File: config.mk
export PLATFORM = sky130hd
export DESIGN_NAME = lane_pipe_valid
export DESIGN_NICKNAME = d
export VERILOG_FILES = /design/src/rtl/lane_pipe_valid.sv
export SDC_FILE = /design/constraint.sdc
export NUM_CORES = 1
export LEC_CHECK = 0
export ABC_AREA = 1
export BUFFER_PORTS_ARGS = -buffer_cell sky130_fd_sc_hd__buf_2
export CORE_ASPECT_RATIO = 0.8
export CORE_MARGIN = 1.5
export CORE_UTILIZATION = 30
export CTS_CLUSTER_DIAMETER = 120
export DETAILED_ROUTE_END_ITERATION = 8
export GPL_TIMING_DRIVEN = 1
export PLACE_DENSITY_LB_ADDON = 0.2
export SYNTH_ARGS = -nofsm -noshare
export SYNTH_HDL_FRONTEND = slang
export SYNTH_SLANG_ARGS = --single-unit
export TNS_END_PERCENT = 20
File: constraint.sdc
create_clock -name clkf -period 1.3 [get_ports clkf]
set_clock_uncertainty 0.05 [all_clocks]
set_input_delay 0.13 -clock clkf [delete_from_list [all_inputs] [get_ports clkf]]
set_output_delay 0.13 -clock clkf [all_outputs]
set_load 0.1 [all_outputs]
File: src/rtl/lane_pipe_valid.sv
// lane_pipe_valid: LANES x WIDTH pipeline of DEPTH stages with per-lane valid,
// ready/valid backpressure, bubble collapsing, synchronous flush and occupancy. Rev 1.0
`default_nettype none

module lane_pipe_valid #(
   parameter int LANES = 4,
   parameter int WIDTH = 8,
   parameter int DEPTH = 2,
   parameter int OCC_W = $clog2(DEPTH + 1)
) (
   input  logic                   clkf,
   input  logic                   reset,
   input  logic [LANES*WIDTH-1:0] in_data,
   input  logic [LANES-1:0]       in_valid,
   output logic                   in_ready,
   input  logic                   flush,
   output logic [LANES*WIDTH-1:0] out_data,
   output logic [LANES-1:0]       out_valid,
   input  logic                   out_ready,
   output logic [OCC_W-1:0]       occupancy
);

   localparam int DW = LANES * WIDTH;

   logic [DEPTH-1:0]            sv_q, sv_d;
   logic [DEPTH-1:0][LANES-1:0] mask_q, mask_d;
   logic [DEPTH-1:0][DW-1:0]    data_q, data_d;
   logic [OCC_W-1:0]            occ_q, occ_d;

   logic [DEPTH-1:0] load;
   logic [DW-1:0]    in_masked;
   logic             capture;

   // A stage may load whenever any stage from it to the head is empty or the
   // head is being consumed; out_ready therefore reaches in_ready combinationally.
   always_comb begin : p_load
      logic all_full;
      all_full = 1'b1;
      load     = '0;
      for (int s = DEPTH - 1; s >= 0; s--) begin
         all_full = all_full & sv_q[s];
         load[s]  = out_ready | ~all_full;
      end
   end

   always_comb begin : p_mask
      in_masked = '0;
      for (int l = 0; l < LANES; l++) begin
         if (in_valid[l]) begin
            in_masked[l*WIDTH +: WIDTH] = in_data[l*WIDTH +: WIDTH];
         end
      end
   end

   assign in_ready = ~flush & load[0];
   assign capture  = in_ready & (|in_valid);

   // Empty stages always hold zero mask/data, so shifting a bubble keeps outputs clean.
   always_comb begin : p_next
      sv_d   = sv_q;
      mask_d = mask_q;
      data_d = data_q;
      occ_d  = '0;
      if (flush) begin
         sv_d   = '0;
         mask_d = '0;
         data_d = '0;
      end else begin
         for (int s = 1; s < DEPTH; s++) begin
            if (load[s]) begin
               sv_d[s]   = sv_q[s-1];
               mask_d[s] = mask_q[s-1];
               data_d[s] = data_q[s-1];
            end
         end
         if (load[0]) begin
            sv_d[0]   = capture;
            mask_d[0] = capture ? in_valid : '0;
            data_d[0] = capture ? in_masked : '0;
         end
      end
      for (int s = 0; s < DEPTH; s++) begin
         occ_d = occ_d + OCC_W'(sv_d[s]);
      end
   end

   always_ff @(posedge clkf or negedge reset) begin
      if (!reset) begin
         sv_q   <= '0;
         mask_q <= '0;
         data_q <= '0;
         occ_q  <= '0;
      end else begin
         sv_q   <= sv_d;
         mask_q <= mask_d;
         data_q <= data_d;
         occ_q  <= occ_d;
      end
   end

   assign out_valid = {LANES{sv_q[DEPTH-1]}} & mask_q[DEPTH-1];
   assign out_data  = data_q[DEPTH-1];
   assign occupancy = occ_q;

endmodule

`default_nettype wire

==> impl_summary.txt <==
----------------------------------------------------
[Run]
  Number of max-cap violations ... 0

[Worst setup path]
  Kind of start point of the critical path ... flop
  Category of the worst setup path capture point ... output pin
  Count of buffer and inverter cells on the critical path ... 3
  Slowest stage delay, CP ... 430 ps
  Capture point of the worst reg-to-reg path ... occupancy[0]
  Critical path required time ... 1120 ps
  Start of the worst register-to-register path ... sv_q[1]
  Arrival time of the worst setup path ... 1210 ps
  Cell type of the slowest stage on the worst timing path ... dfrtp_1
  Flop2flop setup slack ... 20 ps
  Worst path depth ... 4
  Maximum net fanout on the critical path ... 4
  Cells along the critical path ... buf_6, nand2_2, inv_2, buf_12
  Cell family with most CP delay ... flip-flops
  Kind of critical path ... flop to output pin
  Destination of the critical timing path ... out_valid[2]
  Register-to-Register Path Depth ... 4
  Worst setup startpoint ... sv_q[1]

[Hold path]
  Worst min path class ... input pin to flop

[Synthesis]
  Number of enable-type register cells in the synthesized netlist ... 0
  Netlist Area Pre-Place ... 0.00380 mm2
  Number of distinct library cell variants in the gate-level netlist after synthesis ... 19
  Synth top cells by count ... nand2_1, inv_1, dfrtp_1
  Synthesis-stage register bit count ... 76
  Top area cells in the synthesized netlist ... dfrtp_1, nand2_1, inv_1
  Area share of the leading cell type in the synthesized netlist ... 50.0%
  Largest area contributor in the synthesized netlist ... dfrtp_1
  Post-Synthesis Mean Instance Area ... 8.43 um2
  Number of standard cells after synthesis ... roughly 450
  Top_reg_cell synth ... dfrtp_1
  Number of nets produced by synthesis ... 492
  Number of warnings issued by yosys ... 0
  Proportion of synthesized chip area in sequential cells ... 50.0%
  Leading cell type by number of instances after synthesis ... nand2_1
  Share of flip-flops with an asynchronous set or reset ... 100%

[Global routing]
  Wire length of the first global-routing pass ... 14.9 mm
  Gr usage total ... between 10% and 20%
  Antenna violations before repair ... 0
  Number of global-route vias before repair ... 2904
  Maximum number of pins on one net before global-route repair ... 77
  Global route overflow ... 0

[Placement]
  Weighted congestion reported at the end of routability-driven placement ... around 0.74
  Port buffer count ... 78
  DP Cell Count ... 658
  HPWL after detailed placement ... 5.89 mm

[Route]
  DRC violation count after routing ... 0
  Routed via count divided by cell count ... 4.26
  Total wire length after detailed routing ... 8.82 mm
  Average wire per cell in the routed design ... about 13 um
  Residual antenna-violating net count after detailed routing ... 0
  Vias ... slightly below 3k
  First-pass iteration count of the detailed router ... 4
  Detailed router's first-iteration violation count ... 114

[Floorplanning]
  Ports placed on the boundary ... 79
  Die Footprint ... approximately 0.013 mm2
  Die width ... roughly 130 um
  # rows ... 36
  Initial core utilization ... 31.0%
  Core ar. ... ~0.012 mm2
  Die height ... 104 um

[Clock tree]
  Maximum count of clock buffers along a single path ... 2
  TritonCTS Buffers ... 9
  Clock slew at reported path FFs ... 50 ps
  Cell chosen for the clock root ... clkbuf_16
  Clk_lat worst skew ... ~330 ps
  Clock tree from TritonCTS ... done
  H-tree depth reported by CTS ... 3
  Sink Count ... 76

[Finish]
  Fraction of the core area covered by cells at the end of the flow ... 38.5%
  Layout fillers ... 1331
  Post-synthesis to final-layout area growth ... 23.9%
  Cell Count, Final, Fillers Out ... 680
  Final nets ... approximately 550
  Sequential cell area ... between 0.0015 and 0.002 mm2
  Area taken by multi-input logic gates ... 0.00115 mm2
  Count of inserted antenna diode cells ... 0
  Share of cells above drive strength 1 ... approximately 26%

[STA]
  Final worst path period need ... 1390 ps
  Final Max Tran Viols ... 0
  Worst Setup Slack, final ... -86.8 ps
  Post-route setup TNS ... -390 ps
  Number of failing hold endpoints at the final stage ... 0
  Fin crit share ... 107%
  Slew at the pin with the worst max-slew slack ... approximately 490 ps
  Setup repair after global routing missed its margin ... true
  Final setup violation count ... 5
  Fmax ... 721 MHz
  Slew margin rel. ... 67.8%

[Pwr]
  Static Leakage ... 2.48 nW
  IR Drop Worst-Case VDD ... 0.000620 V
  Cell area power density ... between 1000 and 1500 mW/mm2

[Outcome]
  Status ... complete, but fails checks
  Failing checks ... negative setup slack

----------------------------------------------------
[worst reg2reg max path, stage by stage (launching register included)]
cell	delay, ps
dfrtp_1	430
nand3_4	130
buf_6	160
a31oi_4	140
ha_1	250
[cell families (layout without fill, tap and decap cells)]
logic type               after synthesis  count (layout)  synth area share (%)
buffers and inverters                141             199                  20.6
AND/OR/NAND/NOR                      196             196                  24.0
adder cells (fa/ha/maj)                1               1                 0.329
AO/OA/AOI/OAI                         37              37                  5.07
flip-flops                            76              76                  50.0
[power breakdown]
part           switching (mW)  internal, mW
registers              0.0523          2.46
clock network           0.898          1.53
logic                   0.634         0.258
total                    1.58          4.25
[metal layers]
| metal | track usage, % | vias to the layer above | routed length (um) | part of all wire [%] |
|---|---|---|---|---|
| li1 | - | 1473 | - | - |
| met1 | 20.4 | 1344 | 4390 | 50 |
| met2 | 21.7 | 68 | 3910 | 44 |
| met3 | 3.62 | 10 | 413 | 4.7 |
| met4 | 4.09 | 0 | 110 | 1.2 |
| met5 | 0 | - | 0 | 0 |
[cells in the final DEF, fill, tap and decap left out, drive strengths merged]
master and n:
dlygate4sd3 5, nand4 35, clkbuf 29, bufinv 1, buf 82, dfrtp 76, inv 81, clkinv 1
ha 1, nand3 25, nand2 118, nor2 18, a31oi 1, o21ai 36
[layout make-up]
cell class	instances	share of cell area, %
timing repair buffer	103	18.0
tap	171	4.54
clock buffer	13	5.31
multi-input combinational	234	24.4
inverter	81	6.66
sequential	76	40.4
clock inverter	2	0.743
[flip-flops by register name (all words and copies together), names as in the netlist]
signal / flops
data_q: 32
mask_q: 8
occupancy: 2
sv_q: 2
out_data: 32
[what timing repair did]
| item | 4_1_cts | 5_1_grt |
|---|---|---|
| pin swaps | 2 | 3 |
| buffers inserted | 2 | 0 |
| resized for setup | 23 | 21 |
| hold endpoints to repair | 80 | 0 |
| setup endpoints to repair | 16 | 49 |
| hold buffers | 5 | 0 |
[worst min path at each step]
stage,from,to,slack [ps],cells past startpoint
2_1_floorplan,reset,data_q[0],-220,0
3_3_place_gp,reset,out_data[11],140,2
3_5_place_dp,reset,out_data[11],140,2
4_1_cts,in_data[12],data_q[12],3,3
5_1_grt,in_data[13],data_q[13],20,3
6_report,in_data[12],data_q[12],10,3
[per-stage QoR]
stage | setup slack, ps | power, mW | hold WS, ps | cell area, um2
after floorplan | -142 | 3.18 | -216 | 3820
after global placement | 142 | 3.40 | 139 | 4250
after detailed placement | 101 | 3.41 | 144 | 4250
after CTS | -112 | 5.92 | 3.23 | 4650
after global routing | -135 | 6.09 | 21.1 | 4710
final | -86.8 | 5.83 | 15.0 | 4710
Power figures use the tool's default switching activity.
